--- src/rtl/pwm_compare_stage.sv ---
// PWM compare stage fed by a wrap-around timer: duty updates go through a shadow
// register and become active only at the period boundary, so the output never glitches.
module pwm_compare_stage #(
   parameter int FINAL_VALUE = 255,
   localparam int BITS = $clog2(FINAL_VALUE),
   localparam int DW = BITS + 1
) (
   input  logic          clk,
   input  logic          reset_n,
   input  logic          enable,
   input  logic [BITS-1:0] count,
   input  logic [DW-1:0] duty_in,
   input  logic          duty_valid,
   output logic          duty_ready,
   output logic          pwm_out,
   output logic          period_done,
   output logic          duty_applied,
   output logic [DW-1:0] duty_active
);

   localparam logic [DW-1:0]   FULL_DUTY  = DW'(FINAL_VALUE + 1);
   localparam logic [BITS-1:0] LAST_COUNT = BITS'(FINAL_VALUE);
   localparam logic [0:0]      ST_IDLE    = 1'b0;
   localparam logic [0:0]      ST_PENDING = 1'b1;

   logic [0:0]    state_q, state_d;
   logic [DW-1:0] shadow_q, shadow_d;
   logic [DW-1:0] duty_active_q, duty_active_d;
   logic          duty_ready_q, duty_ready_d;
   logic          pwm_q, pwm_d;
   logic          period_done_q, period_done_d;
   logic          duty_applied_q, duty_applied_d;
   logic          boundary_s;
   logic          accept_s;

   // Requests above a full period would never change the compare result, so clamp them.
   function automatic logic [DW-1:0] sat_duty(input logic [DW-1:0] d);
      if (d > FULL_DUTY) begin
         sat_duty = FULL_DUTY;
      end else begin
         sat_duty = d;
      end
   endfunction

   // Next-state logic: handshake FSM, apply at boundary, compare against active duty.
   always_comb begin
      state_d        = state_q;
      shadow_d       = shadow_q;
      duty_active_d  = duty_active_q;
      duty_applied_d = 1'b0;
      boundary_s     = enable && (count == LAST_COUNT);
      accept_s       = duty_valid && (state_q == ST_IDLE);
      case (state_q)
         ST_IDLE: begin
            // An accept coinciding with a boundary waits for the next one.
            if (accept_s) begin
               state_d  = ST_PENDING;
               shadow_d = sat_duty(duty_in);
            end else begin
               state_d  = ST_IDLE;
            end
         end
         ST_PENDING: begin
            if (boundary_s) begin
               state_d        = ST_IDLE;
               duty_active_d  = shadow_q;
               duty_applied_d = 1'b1;
            end else begin
               state_d        = ST_PENDING;
            end
         end
         default: begin
            state_d = ST_IDLE;
         end
      endcase
      duty_ready_d  = (state_d == ST_IDLE);
      pwm_d         = ({1'b0, count} < duty_active_q);
      period_done_d = boundary_s;
   end

   // State and output registers with synchronous active-low reset.
   always_ff @(posedge clk) begin
      if (!reset_n) begin
         state_q        <= ST_IDLE;
         shadow_q       <= {DW{1'b0}};
         duty_active_q  <= {DW{1'b0}};
         duty_ready_q   <= 1'b1;
         pwm_q          <= 1'b0;
         period_done_q  <= 1'b0;
         duty_applied_q <= 1'b0;
      end else begin
         state_q        <= state_d;
         shadow_q       <= shadow_d;
         duty_active_q  <= duty_active_d;
         duty_ready_q   <= duty_ready_d;
         pwm_q          <= pwm_d;
         period_done_q  <= period_done_d;
         duty_applied_q <= duty_applied_d;
      end
   end

   assign duty_ready   = duty_ready_q;
   assign pwm_out      = pwm_q;
   assign period_done  = period_done_q;
   assign duty_applied = duty_applied_q;
   assign duty_active  = duty_active_q;

endmodule

--- config.mk ---
export PLATFORM = sky130hd
export DESIGN_NAME = pwm_compare_stage
export DESIGN_NICKNAME = d
export VERILOG_FILES = /design/src/rtl/pwm_compare_stage.sv
export SDC_FILE = /design/constraint.sdc
export NUM_CORES = 1
export LEC_CHECK = 0
export BUFFER_PORTS_ARGS = -buffer_cell sky130_fd_sc_hd__buf_2
export CAP_MARGIN = 10
export CORE_MARGIN = 1
export CORE_UTILIZATION = 53
export CTS_BUF_LIST = sky130_fd_sc_hd__clkbuf_16
export DETAILED_ROUTE_END_ITERATION = 6
export HOLD_SLACK_MARGIN = 0.12
export PLACE_DENSITY = 0.82
export RECOVER_POWER = 100
export SLEW_MARGIN = 20
export SYNTH_ARGS = -nofsm -noshare
export SYNTH_HDL_FRONTEND = slang
export SYNTH_SLANG_ARGS = --single-unit
--- constraint.sdc ---
create_clock -name clk -period 2.49 [get_ports clk]
set_input_delay 0.249 -clock clk [delete_from_list [all_inputs] [get_ports clk]]
set_output_delay 0.249 -clock clk [all_outputs]
set_load 0.1 [all_outputs]
# After elaboration in Yosys (flattened, before gate mapping)
# Index checks and enable logic that the tools add are counted.
[totals]
reg_bits = 23
input_bits = 21
output_inout_bits = 13
[op_classes]
magnitude_cmp = 2
n_eq_ne = 1
mux = 5
bitwise_logic = 2
n_reduce_logical = 5
[ops]
columns = ["op", "count"]
rows = [
  ["9-bit greater-than comparator (second input constant)", 1],
  ["8-bit by 9-bit less-than comparator with 1-bit output", 1],
  ["9-bit 2-to-1 mux", 1],
  ["8-bit equality test (second input constant)", 1],
  ["2-bit AND reduction", 3],
  ["1-bit 2-to-1 mux", 3],
  ["1-bit logical AND", 2],
  ["1-bit inverter", 2],
  ["1-bit one-hot mux with 2 select lines", 1],
]

# Depth between registers and ports, before layout
# Gate-level depths: netlist of run 1.
[depth]
depth_word = 5
depth_mapped = 5
ltp_nobuf = 5

# Worst setup path before layout of run 1
# No wires, ideal clock.
[synth_timing]
path_kind = "reg-to-reg"
start = "reg duty_active_q[4], in the netlist duty_active[4]"
end = "reg pwm_q, in the netlist pwm_out"
setup_time_ps = 60
arrival_time_ps = 1873
slack_ps = 557
path_stages_with_launch = 6
n_path_buf = 0
period_less_slack_ps = 1933
path_cell_list = "dfxtp_1 > inv_1 > ha_1 > a211oi_1 > o21a_1 > o221a_2"
[synth_between]
elab_chain_len = 1
[synth_rtl]
columns = ["element", "line", "rtl"]
rows = [
  ["start, declared", "28", "logic [DW-1:0] duty_active_q, duty_active_d;"],
  ["start signal, assigned", "86", "duty_active_q <= {DW{1'b0}};"],
  ["start signal, assigned", "94", "duty_active_q <= duty_active_d;"],
  ["8-bit by 9-bit less-than comparator with 1-bit output", "77", "pwm_d = ({1'b0, count} < duty_active_q);"],
  ["end signal, assigned", "96", "pwm_q <= pwm_d;"],
  ["end, declared", "30", "logic pwm_q, pwm_d;"],
]
# Every way passes these cells.
# A chain may end at the register's enable or synchronous reset.

# Worst setup path in the final report of run 1
[layout_timing]
start = "reg duty_active_q[8], in the netlist duty_active[8]"
end = "out duty_active[8]"
[layout_lines]
columns = ["element", "line", "rtl"]
rows = [
  ["end, declared", "18", "output logic [DW-1:0] duty_active"],
]
# No word-level cell between the ends.

==> results.toml, run 1 <==
[clock_network]
cts_root_buffer = "clkbuf_16"
clk_latency_ns = 0.25
tritoncts = "built"
clkTransAtPathRegs_ns = 0.06
clock_sinks = 23
ctsHoldBuffers = 0
h-tree-depth = 1
cts_resized = 0
cts_buffer_depth = 2
numCtsBuffers = 3
postCtsSetupBuffers = 0

[placed_design]
place_congestion = 0.664
portBuffers = 33
dp_hpwl_um = 1560
pre_cts_slack_ns = 1.19
dpl.cell_count = 172

[sta]
fin_crit_ns = 1.76
setup_violations = 0
setup_tns_ns = 0
rsz0062_at_grt = "no"
clock_skew_ns = 0.00236
finalMaxSlewViolations = 0
hold_violations = 0
tightest_slew_ns = 1.17
holdWs_ns = 0.267
finalCritPeriodShare_pct = 70.7
clock.fmax_mhz = 568
finalWorstSetupSlack_ns = 0.730
slew_headroom_pct = 22.3

[synthesis]
yosysWarnings = 0
syn_area_per_cell_um2 = 9.07
yosysTopAreaCellShare_pct = 42.6
ys_ff_latch = 23
synthesis.nets = 147
ys_top_cells_by_area = "dfxtp_1 (43%), nand2_1 (10%), mux2i_1 (8.3%), ha_1 (8.1%), a21boi_0 (6.3%)"
synth.distinct_cells = 27
synthCells = 119
syn_area_um2 = 1080
ys_seq_area_share_pct = 42.6
synth_top_area_cell = "dfxtp_1"

[floorplanning]
initial_core_util_pct = 59.3
core.rowCount = 15
die_x_um = 47.1
core_um2 = 1820
die_h_um = 47.1
ios = 34
fp.dieArea_um2 = 2220

[worst_setup_path]
path_delay_family = "buffers and inverters"
startpoint_type = "flip-flop"
startpoint = "duty_active[8]"
worstSetupEndpointType = "output port"
cpPeakStageDelay_ns = 0.88
critPathKind = "reg2out"
cp_max_fo = 4
crit_arrival_ns = 1.51
worst-endpoint-required_ns = 2.24
timing.critical_path.buf_inv = 1
ff2ff_setup_slack_ns = 1.18
timing.rr.end = "pwm_out"
rr_startpoint = "duty_active[4]"
cp_cell_sequence = "clkbuf_1"
cp_slowest_cell = "clkbuf_1"
ff2ff_path_depth = 5

[detailed_routing]
drc = 0
viasPerCell = 5.11
route.detailed.wl_per_inst_um = 12.2
dr.pass1.iters = 4
antenna_left = 0
routed_wl_um = 2140
drtIter0Drc = 17
vias = 899

[layout]
fill_cells = 155
final_net_count = 180
stdcell_count = 176
antenna_cells = 0
final_common_cell = "nand2_1"
area_growth_pct = 21.1
layout-drive-gt1-share_pct = 17.2
layout_common_cells = "nand2_1 (29), dfxtp_1 (23), buf_2 (19)"

[global_route]
grt_max_degree = 31
grt_use_total_pct = 20.7
gr-total-overflow = 0
antenna_found_initial = 0
grt_pass1_wl_um = 3120
first_global_vias = 773

[power_and_ir_drop]
p_leak_nw = 0.481
vdd_drop_max_mv = 0.414
p_per_area_nw_per_um2 = 608

[run]
cap_violations = 0

[min_path]
hold_start = "count[0]"
whs_path_depth = 3
hold_class = "in2reg"
hold_end = "period_done"

[outcome]
outcome = "finished clean"
[through the flow]
stage,utilization (%),instance area [um^2],total power [mW]
finish,71.8,1310,0.796
global route,71.8,1310,0.829
CTS,72.8,1330,0.802
detailed placement,68.5,1250,0.470
global placement,68.5,1250,0.465
floorplan,-,1080,0.441
[final cells by class]
cell class	instances	area (um^2)	share of cell area (%)
well taps	25	31.3	2.39
clock buffers	3	75.1	5.74
flip-flops and latches	23	460	35.2
multi-input cells	83	556	42.5
inverters	7	26.3	2.01
repair buffers	34	155	11.9
clock inverters	1	3.75	0.287
[kinds of logic after synthesis]
kind of cell	after synthesis	synth area share, %
AOI/OAI and AO/OA	18	11.9
adders and majority gates	7	8.11
buffers and inverters	13	5.91
DFF	23	42.6
muxes	9	8.34
and+or+nand+nor	49	23.1
[synth_stat cells]
library cell	instances
dfxtp_1	23
buf_4	1
nor2b_1	1
nand4_1	3
a21oi_1	1
mux2i_1	9
nor2_1	1
ha_1	7
nor3_2	1
o21ai_0	3
buf_6	1
clkbuf_1	1
o21a_1	2
a21boi_0	9
and4b_1	1
or2_2	1
a21o_1	1
nor3_1	1
nand2b_1	1
nor3b_1	1
and2_1	1
a211oi_1	1
o221a_2	1
inv_1	7
nand2_1	29
buf_2	3
nand3b_1	8
[state kept, by name, summed over array words and instances, names as in the netlist]
register and flops:
state_q 1, period_done 1, duty_applied 1, pwm_out 1
duty_ready 1, shadow_q 9, duty_active 9
[worst max-delay path by stage]
stage | end | slack (ns) | cells past startpoint
floorplan | pwm_out | 0.56 | 5
global placement | pwm_out | 1.24 | 5
detailed placement | pwm_out | 1.19 | 5
CTS | duty_active[8] | 1.17 | 1
global route | duty_active[8] | 0.69 | 1
finish | duty_active[8] | 0.73 | 1
[metal layers]
metal  part of all wire (%)  track usage [%]
met5                      0                0
met4                   0.47             10.3
met3                    4.4             3.46
met2                     47             36.4
met1                     48             24.3
[where the power goes]
part / switching [mW] / internal (mW) / leakage, nW
registers: 0.00499 / 0.377 / 0.187
logic: 0.0494 / 0.0304 / 0.252
clock network: 0.120 / 0.214 / 0.0423
total: 0.174 / 0.621 / 0.481
No activity file was read; power rests on OpenSTA's default activity.
==> inputs of run 2 (changes only) <==
--- a/config.mk
+++ b/config.mk
@@ -8,11 +8,11 @@
 export BUFFER_PORTS_ARGS = -buffer_cell sky130_fd_sc_hd__buf_2
 export CAP_MARGIN = 10
 export CORE_MARGIN = 1
-export CORE_UTILIZATION = 53
+export CORE_UTILIZATION = 49
 export CTS_BUF_LIST = sky130_fd_sc_hd__clkbuf_16
 export DETAILED_ROUTE_END_ITERATION = 6
 export HOLD_SLACK_MARGIN = 0.12
-export PLACE_DENSITY = 0.82
+export PLACE_DENSITY = 0.77
 export RECOVER_POWER = 100
 export SLEW_MARGIN = 20
 export SYNTH_ARGS = -nofsm -noshare
==> constraint.sdc (replaced) <==
create_clock -name clk -period 1.8 [get_ports clk]
set_input_delay 0.18 -clock clk [delete_from_list [all_inputs] [get_ports clk]]
set_output_delay 0.18 -clock clk [all_outputs]
set_load 0.1 [all_outputs]
==> results.toml, run 2 (synthesis gave the netlist of run 1 again) <==
[run]
cap_violations = 0

[detailed_routing]
drc = 0
top_layer_used = "met4"
dr.pass1.iters = 3
vias = 913
route.detailed.wl_per_inst_um = 12.0
wl_met1_um = 996
routed_wl_um = 2150
wl_met2_um = 1010
route.met3.wl_um = 101
antenna_left = 0
drtIter0Drc = 10
viasPerCell = 5.10

[global_route]
gr-total-overflow = 0
grt_pass1_wl_um = 3840
grt_use_total_pct = 21.0
antenna_found_initial = 0
grt_max_degree = 27
first_global_vias = 891

[sta]
finalMaxSlewViolations = 0
setup_violations = 0
clock_skew_ns = 0.00206
setup_tns_ns = 0
holdWs_ns = 0.199
finalWorstSetupSlack_ns = 0.468
tightest_slew_ns = 0.597
fin_crit_ns = 1.33
clock.fmax_mhz = 751
slew_headroom_pct = 60.1
rsz0062_at_grt = "no"
finalCritPeriodShare_pct = 74.0
hold_violations = 0

[power_and_ir_drop]
p_comb_share_pct = 10.0
p_sw_share_pct = 22.4
pwr-share-seq_pct = 47.5
p_int_uw = 864
p_sw_uw = 250
p_leak_nw = 0.533
p_per_area_nw_per_um2 = 832
pwr-share-clk_pct = 42.5
vdd_drop_max_mv = 0.584

[clock_network]
ctsHoldBuffers = 0
h-tree-depth = 1
cts_resized = 0
cts_root_buffer = "clkbuf_16"
cts_buffer_depth = 2
numCtsBuffers = 3
tritoncts = "built"
clk_latency_ns = 0.25
clock_sinks = 23
clkTransAtPathRegs_ns = 0.06
postCtsSetupBuffers = 0

[worst_setup_path]
critPathKind = "reg2reg"
ff2ff_path_depth = 5
cp_max_fo = 3
startpoint = "duty_active[4]"
worstSetupEndpointType = "flip-flop"
timing.rr.end = "pwm_out"
crit_arrival_ns = 1.53
crit_end = "pwm_out"
ff2ff_setup_slack_ns = 0.47
worst-endpoint-required_ns = 2.00
rr_startpoint = "duty_active[4]"
startpoint_type = "flip-flop"

[layout]
final_area_um2 = 1340
layout-drive-gt1-share_pct = 30.9
area_growth_pct = 24.0
final_common_cell = "nand2_1"
antenna_cells = 0
final_net_count = 181
layout_common_cells = "nand2_1 (29), buf_2 (20), dfxtp_1 (17)"
final_util_pct = 66.2

[placed_design]
place_congestion = 0.771
portBuffers = 33
place_area_um2 = 1260
dp_hpwl_um = 1650
pre_cts_slack_ns = 0.532

[floorplanning]
initial_core_util_pct = 53.4
core_um2 = 2020
die_h_um = 48.9
core.rowCount = 16
ios = 34
fp.dieArea_um2 = 2400
die_x_um = 48.9

[outcome]
outcome = "finished clean"

[min_path]
hold_class = "in2reg"
-- run 2: cell count changes in the layout (fill, tap and decap cells not counted), moves of 6 or more --
cell and change:
clkbuf_1 -14, clkbuf_2 +13, dfxtp_2 +6, dfxtp_1 -6
-- run 2: per-layer routing --
metal,up-vias,GRT usage (%)
met5,-,0
met4,0,9.31
met3,6,4.98
met2,31,36.6
met1,406,24.1
li1,470,-
-- run 2: worst min path at each step --
stage                           start              to  slack [ns]  depth (start not counted)
after floorplan              count[0]     period_done        0.32                          2
after global placement    shadow_q[3]  duty_active[3]        0.44                          2
after detailed placement  shadow_q[3]  duty_active[3]        0.45                          2
after CTS                    count[0]     period_done        0.20                          3
after global routing         count[0]     period_done        0.20                          3
final                      duty_in[3]     shadow_q[3]        0.20                          3
-- run 2: per-stage QoR --
stage	power, mW	std cells
6_report	1.11	179
5_1_grt	1.16	179
4_1_cts	1.12	179
3_5_place_dp	0.651	175
3_3_place_gp	0.646	175
2_1_floorplan	0.611	119
-- run 2: cell type report --
cell class              count  area [um^2]
fillers                   165          683
multi-input cells          83          551
flip-flops and latches     23          468
repair buffers             35          180
clock buffers               3         75.1
well taps                  27         33.8
inverters                   7         26.3
clock inverters             1         5.00
-- run 2: critical path: stages, from the launching register on --
cell and delay, ns:
dfxtp_1 0.36, inv_1 0.05, ha_1 0.29, a211oi_1 0.26
o21a_1 0.16, o221a_2 0.17
-- run 2: power groups by stage --
stage          Clock [mW]  Sequential, mW  Combinational, mW
6_report            0.474           0.528              0.111
5_1_grt             0.504           0.530              0.124
4_1_cts             0.478           0.528              0.113
3_5_place_dp            0           0.539              0.112
3_3_place_gp            0           0.538              0.107
2_1_floorplan           0           0.558             0.0523
==> inputs of run 3 (changes only) <==
--- a/config.mk
+++ b/config.mk
@@ -5,14 +5,15 @@
 export SDC_FILE = /design/constraint.sdc
 export NUM_CORES = 1
 export LEC_CHECK = 0
+export ABC_AREA = 1
 export BUFFER_PORTS_ARGS = -buffer_cell sky130_fd_sc_hd__buf_2
 export CAP_MARGIN = 10
 export CORE_MARGIN = 1
-export CORE_UTILIZATION = 49
+export CORE_UTILIZATION = 45
 export CTS_BUF_LIST = sky130_fd_sc_hd__clkbuf_16
 export DETAILED_ROUTE_END_ITERATION = 6
 export HOLD_SLACK_MARGIN = 0.12
-export PLACE_DENSITY = 0.77
+export PLACE_DENSITY = 0.74
 export RECOVER_POWER = 100
 export SLEW_MARGIN = 20
 export SYNTH_ARGS = -nofsm -noshare
==> constraint.sdc (replaced) <==
create_clock -name clk -period 1.1 [get_ports clk]
set_input_delay 0.11 -clock clk [delete_from_list [all_inputs] [get_ports clk]]
set_output_delay 0.11 -clock clk [all_outputs]
set_load 0.1 [all_outputs]
==> results.toml, run 3 <==
[clock_network]
cts_buffer_depth = 2
cts_root_buffer = "clkbuf_16"
clkTransAtPathRegs_ns = 0.06
clock_sinks = 23
numCtsBuffers = 3
tritoncts = "built"
clk_latency_ns = 0.25
h-tree-depth = 1

[synthesis]
synth.distinct_cells = 25
syn_area_per_cell_um2 = 7.56
yosysTopAreaCellShare_pct = 40.9
synthArstFlopShare_pct = 0
syn_area_um2 = 1130
synthCells = 149
ys_ff_latch = 23
synthesis.nets = 177
synth-adder-area-share_pct = 7.78
ys_top_cells_by_area = "dfxtp_1 (41%), nand2_1 (12%), nor2_1 (8.0%), ha_1 (7.8%), a21oi_1 (4.4%)"
ys_top_cells_by_count = "nand2_1 (37), nor2_1 (24), dfxtp_1 (23), inv_1 (13), a21oi_1 (10)"
synth_top_family_by_area = "simple AND/OR/NAND/NOR gates"
synthFlopType = "dfxtp_1"
synth_most_common_cell = "nand2_1"
synth_compound_area_share_pct = 11.9
synth-simple-area-share_pct = 32.0
synth_mux_area_share_pct = 0
synth_xor_area_share_pct = 0
synth_top_area_cell = "dfxtp_1"
yosysWarnings = 0
synth_edf_count = 0
ys_seq_area_share_pct = 40.9

[layout]
layout_common_cells = "nand2_1 (34), nor2_1 (23), buf_2 (20)"
final_common_cell = "nand2_1"
area_growth_pct = 49.7
final_net_count = 226
fill_cells = 173
antenna_cells = 0
final_util_pct = 74.1
multi_input_area_um2 = 662
seq_area_um2 = 490
layout-drive-gt1-share_pct = 42.1

[sta]
fin_crit_ns = 1.18
rsz0062_at_grt = "yes"
finalMaxSlewViolations = 0
slew_headroom_pct = 77.5
finalCritPeriodShare_pct = 107
setup_violations = 1
clock.fmax_mhz = 851
clock_skew_ns = 0.00114
hold_violations = 0
setup_tns_ns = -0.0758
tightest_slew_ns = 0.335
finalWorstSetupSlack_ns = -0.0758

[power_and_ir_drop]
p_per_area_nw_per_um2 = 1130
vdd_drop_max_mv = 0.975
p_leak_nw = 0.798

[global_route]
grt_use_total_pct = 25.8
first_global_vias = 1104
gr-total-overflow = 0
antenna_found_initial = 0
grt_max_degree = 17
grt_pass1_wl_um = 4930

[worst_setup_path]
worst-endpoint-required_ns = 1.24
timing.critical_path.buf_inv = 1
ff2ff_path_depth = 7
cpPeakStageDelay_ns = 0.36
worstSetupEndpointType = "flip-flop"
critPathKind = "reg2reg"
cp_max_fo = 2
startpoint_type = "flip-flop"
cp_cell_sequence = "inv_4, ha_4, nand2_1, nor2_1, o211ai_1, nand2_1, nor2_1"
cp_slowest_cell = "dfxtp_4"
path_delay_family = "flip-flops"
path_depth = 7
crit_arrival_ns = 1.32

[outcome]
violations = "negative setup slack"
outcome = "complete, but fails checks"

[placed_design]
portBuffers = 33
place_congestion = 0.850
dp_hpwl_um = 2050

[run]
cap_violations = 0

[detailed_routing]
drtIter0Drc = 38
route.detailed.wl_per_inst_um = 14.4
vias = 1170
drc = 0
antenna_left = 0
routed_wl_um = 3240
dr.pass1.iters = 4
viasPerCell = 5.20

[floorplanning]
core.rowCount = 17
fp.dieArea_um2 = 2710
die_x_um = 52.0
die_h_um = 52.0
initial_core_util_pct = 49.5
ios = 34
core_um2 = 2280

[min_path]
hold_class = "in2reg"
whs_path_depth = 3
==> run 3: changes by cell type after synthesis, moves of 3 or more <==
cell and delta:
inv_2 +4, nand4_1 -3, o21ai_1 +4, inv_1 +6, nand3b_1 -8, nor2_1 +23
a21oi_1 +9, mux2i_1 -9, nand2_1 +8, a21boi_0 -9, nand3_1 +5
==> run 3: routing by layer <==
metal	track usage (%)	vias to the layer above	routed length, um
met2	46.6	45	1710
met3	4.97	8	162
met5	0	-	0
met4	12.6	0	76
li1	-	575	-
met1	28.4	542	1290
==> run 3: layout make-up <==
| class | instances | share of cell area, % |
|---|---|---|
| repair buffers | 46 | 20.6 |
| flip-flops and latches | 23 | 29.1 |
| multi-input cells | 106 | 39.3 |
| clock buffers | 3 | 4.45 |
| well taps | 28 | 2.08 |
| inverters | 18 | 4.31 |
| clock inverters | 1 | 0.223 |
==> run 3: stage by stage <==
step	cells	hold slack, ns	power, mW	setup slack, ns	cell area [um^2]
after floorplan	149	0.248	1.03	-0.198	1200
after global placement	214	0.369	1.12	0.0202	1620
after detailed placement	214	0.378	1.14	-0.0658	1620
after CTS	225	0.128	1.91	-0.0407	1800
after global routing	225	0.136	1.98	-0.160	1690
final	225	0.128	1.91	-0.0758	1690
==> run 3: worst register-to-register path, delay by kind of cell, from the launching register on <==
family,cells,cell delay (ns)
adder cells (fa/ha/maj),1,0.26
buffers and inverters,1,0.04
AND/OR/NAND/NOR,4,0.30
AO/OA/AOI/OAI,1,0.12
flip-flops,1,0.36
==> run 3: worst paths after layout <==
check | start | endpoint | slack (ns)
setup / recovery | duty_active[2] | pwm_out | -0.08
hold / removal | duty_in[2] | shadow_q[2] | 0.13
setup reg to reg | duty_active[2] | pwm_out | -0.08
hold reg to reg | shadow_q[4] | duty_active[4] | 0.44
==> run 3: logic make-up after synthesis <==
logic type | after synthesis
AOI/OAI and AO/OA | 24
adders and majority gates | 7
buffers and inverters | 20
DFF | 23
and+or+nand+nor | 75
==> run 3: repair_timing <==
item | in CTS | in global routing
endpoints found under the setup margin | 2 | 3
hold buffers | 5 | 0
resized for setup | 6 | 6
hold endpoints to repair | 5 | 0
pin swaps | 4 | 5
buffers inserted | 2 | 0
==> run 3: where the power goes <==
group / switching, mW / leakage (nW) / internal, mW
clock network: 0.281 / 0.0423 / 0.484
registers: 0.0173 / 0.195 / 0.846
logic: 0.170 / 0.562 / 0.107
total: 0.469 / 0.798 / 1.44
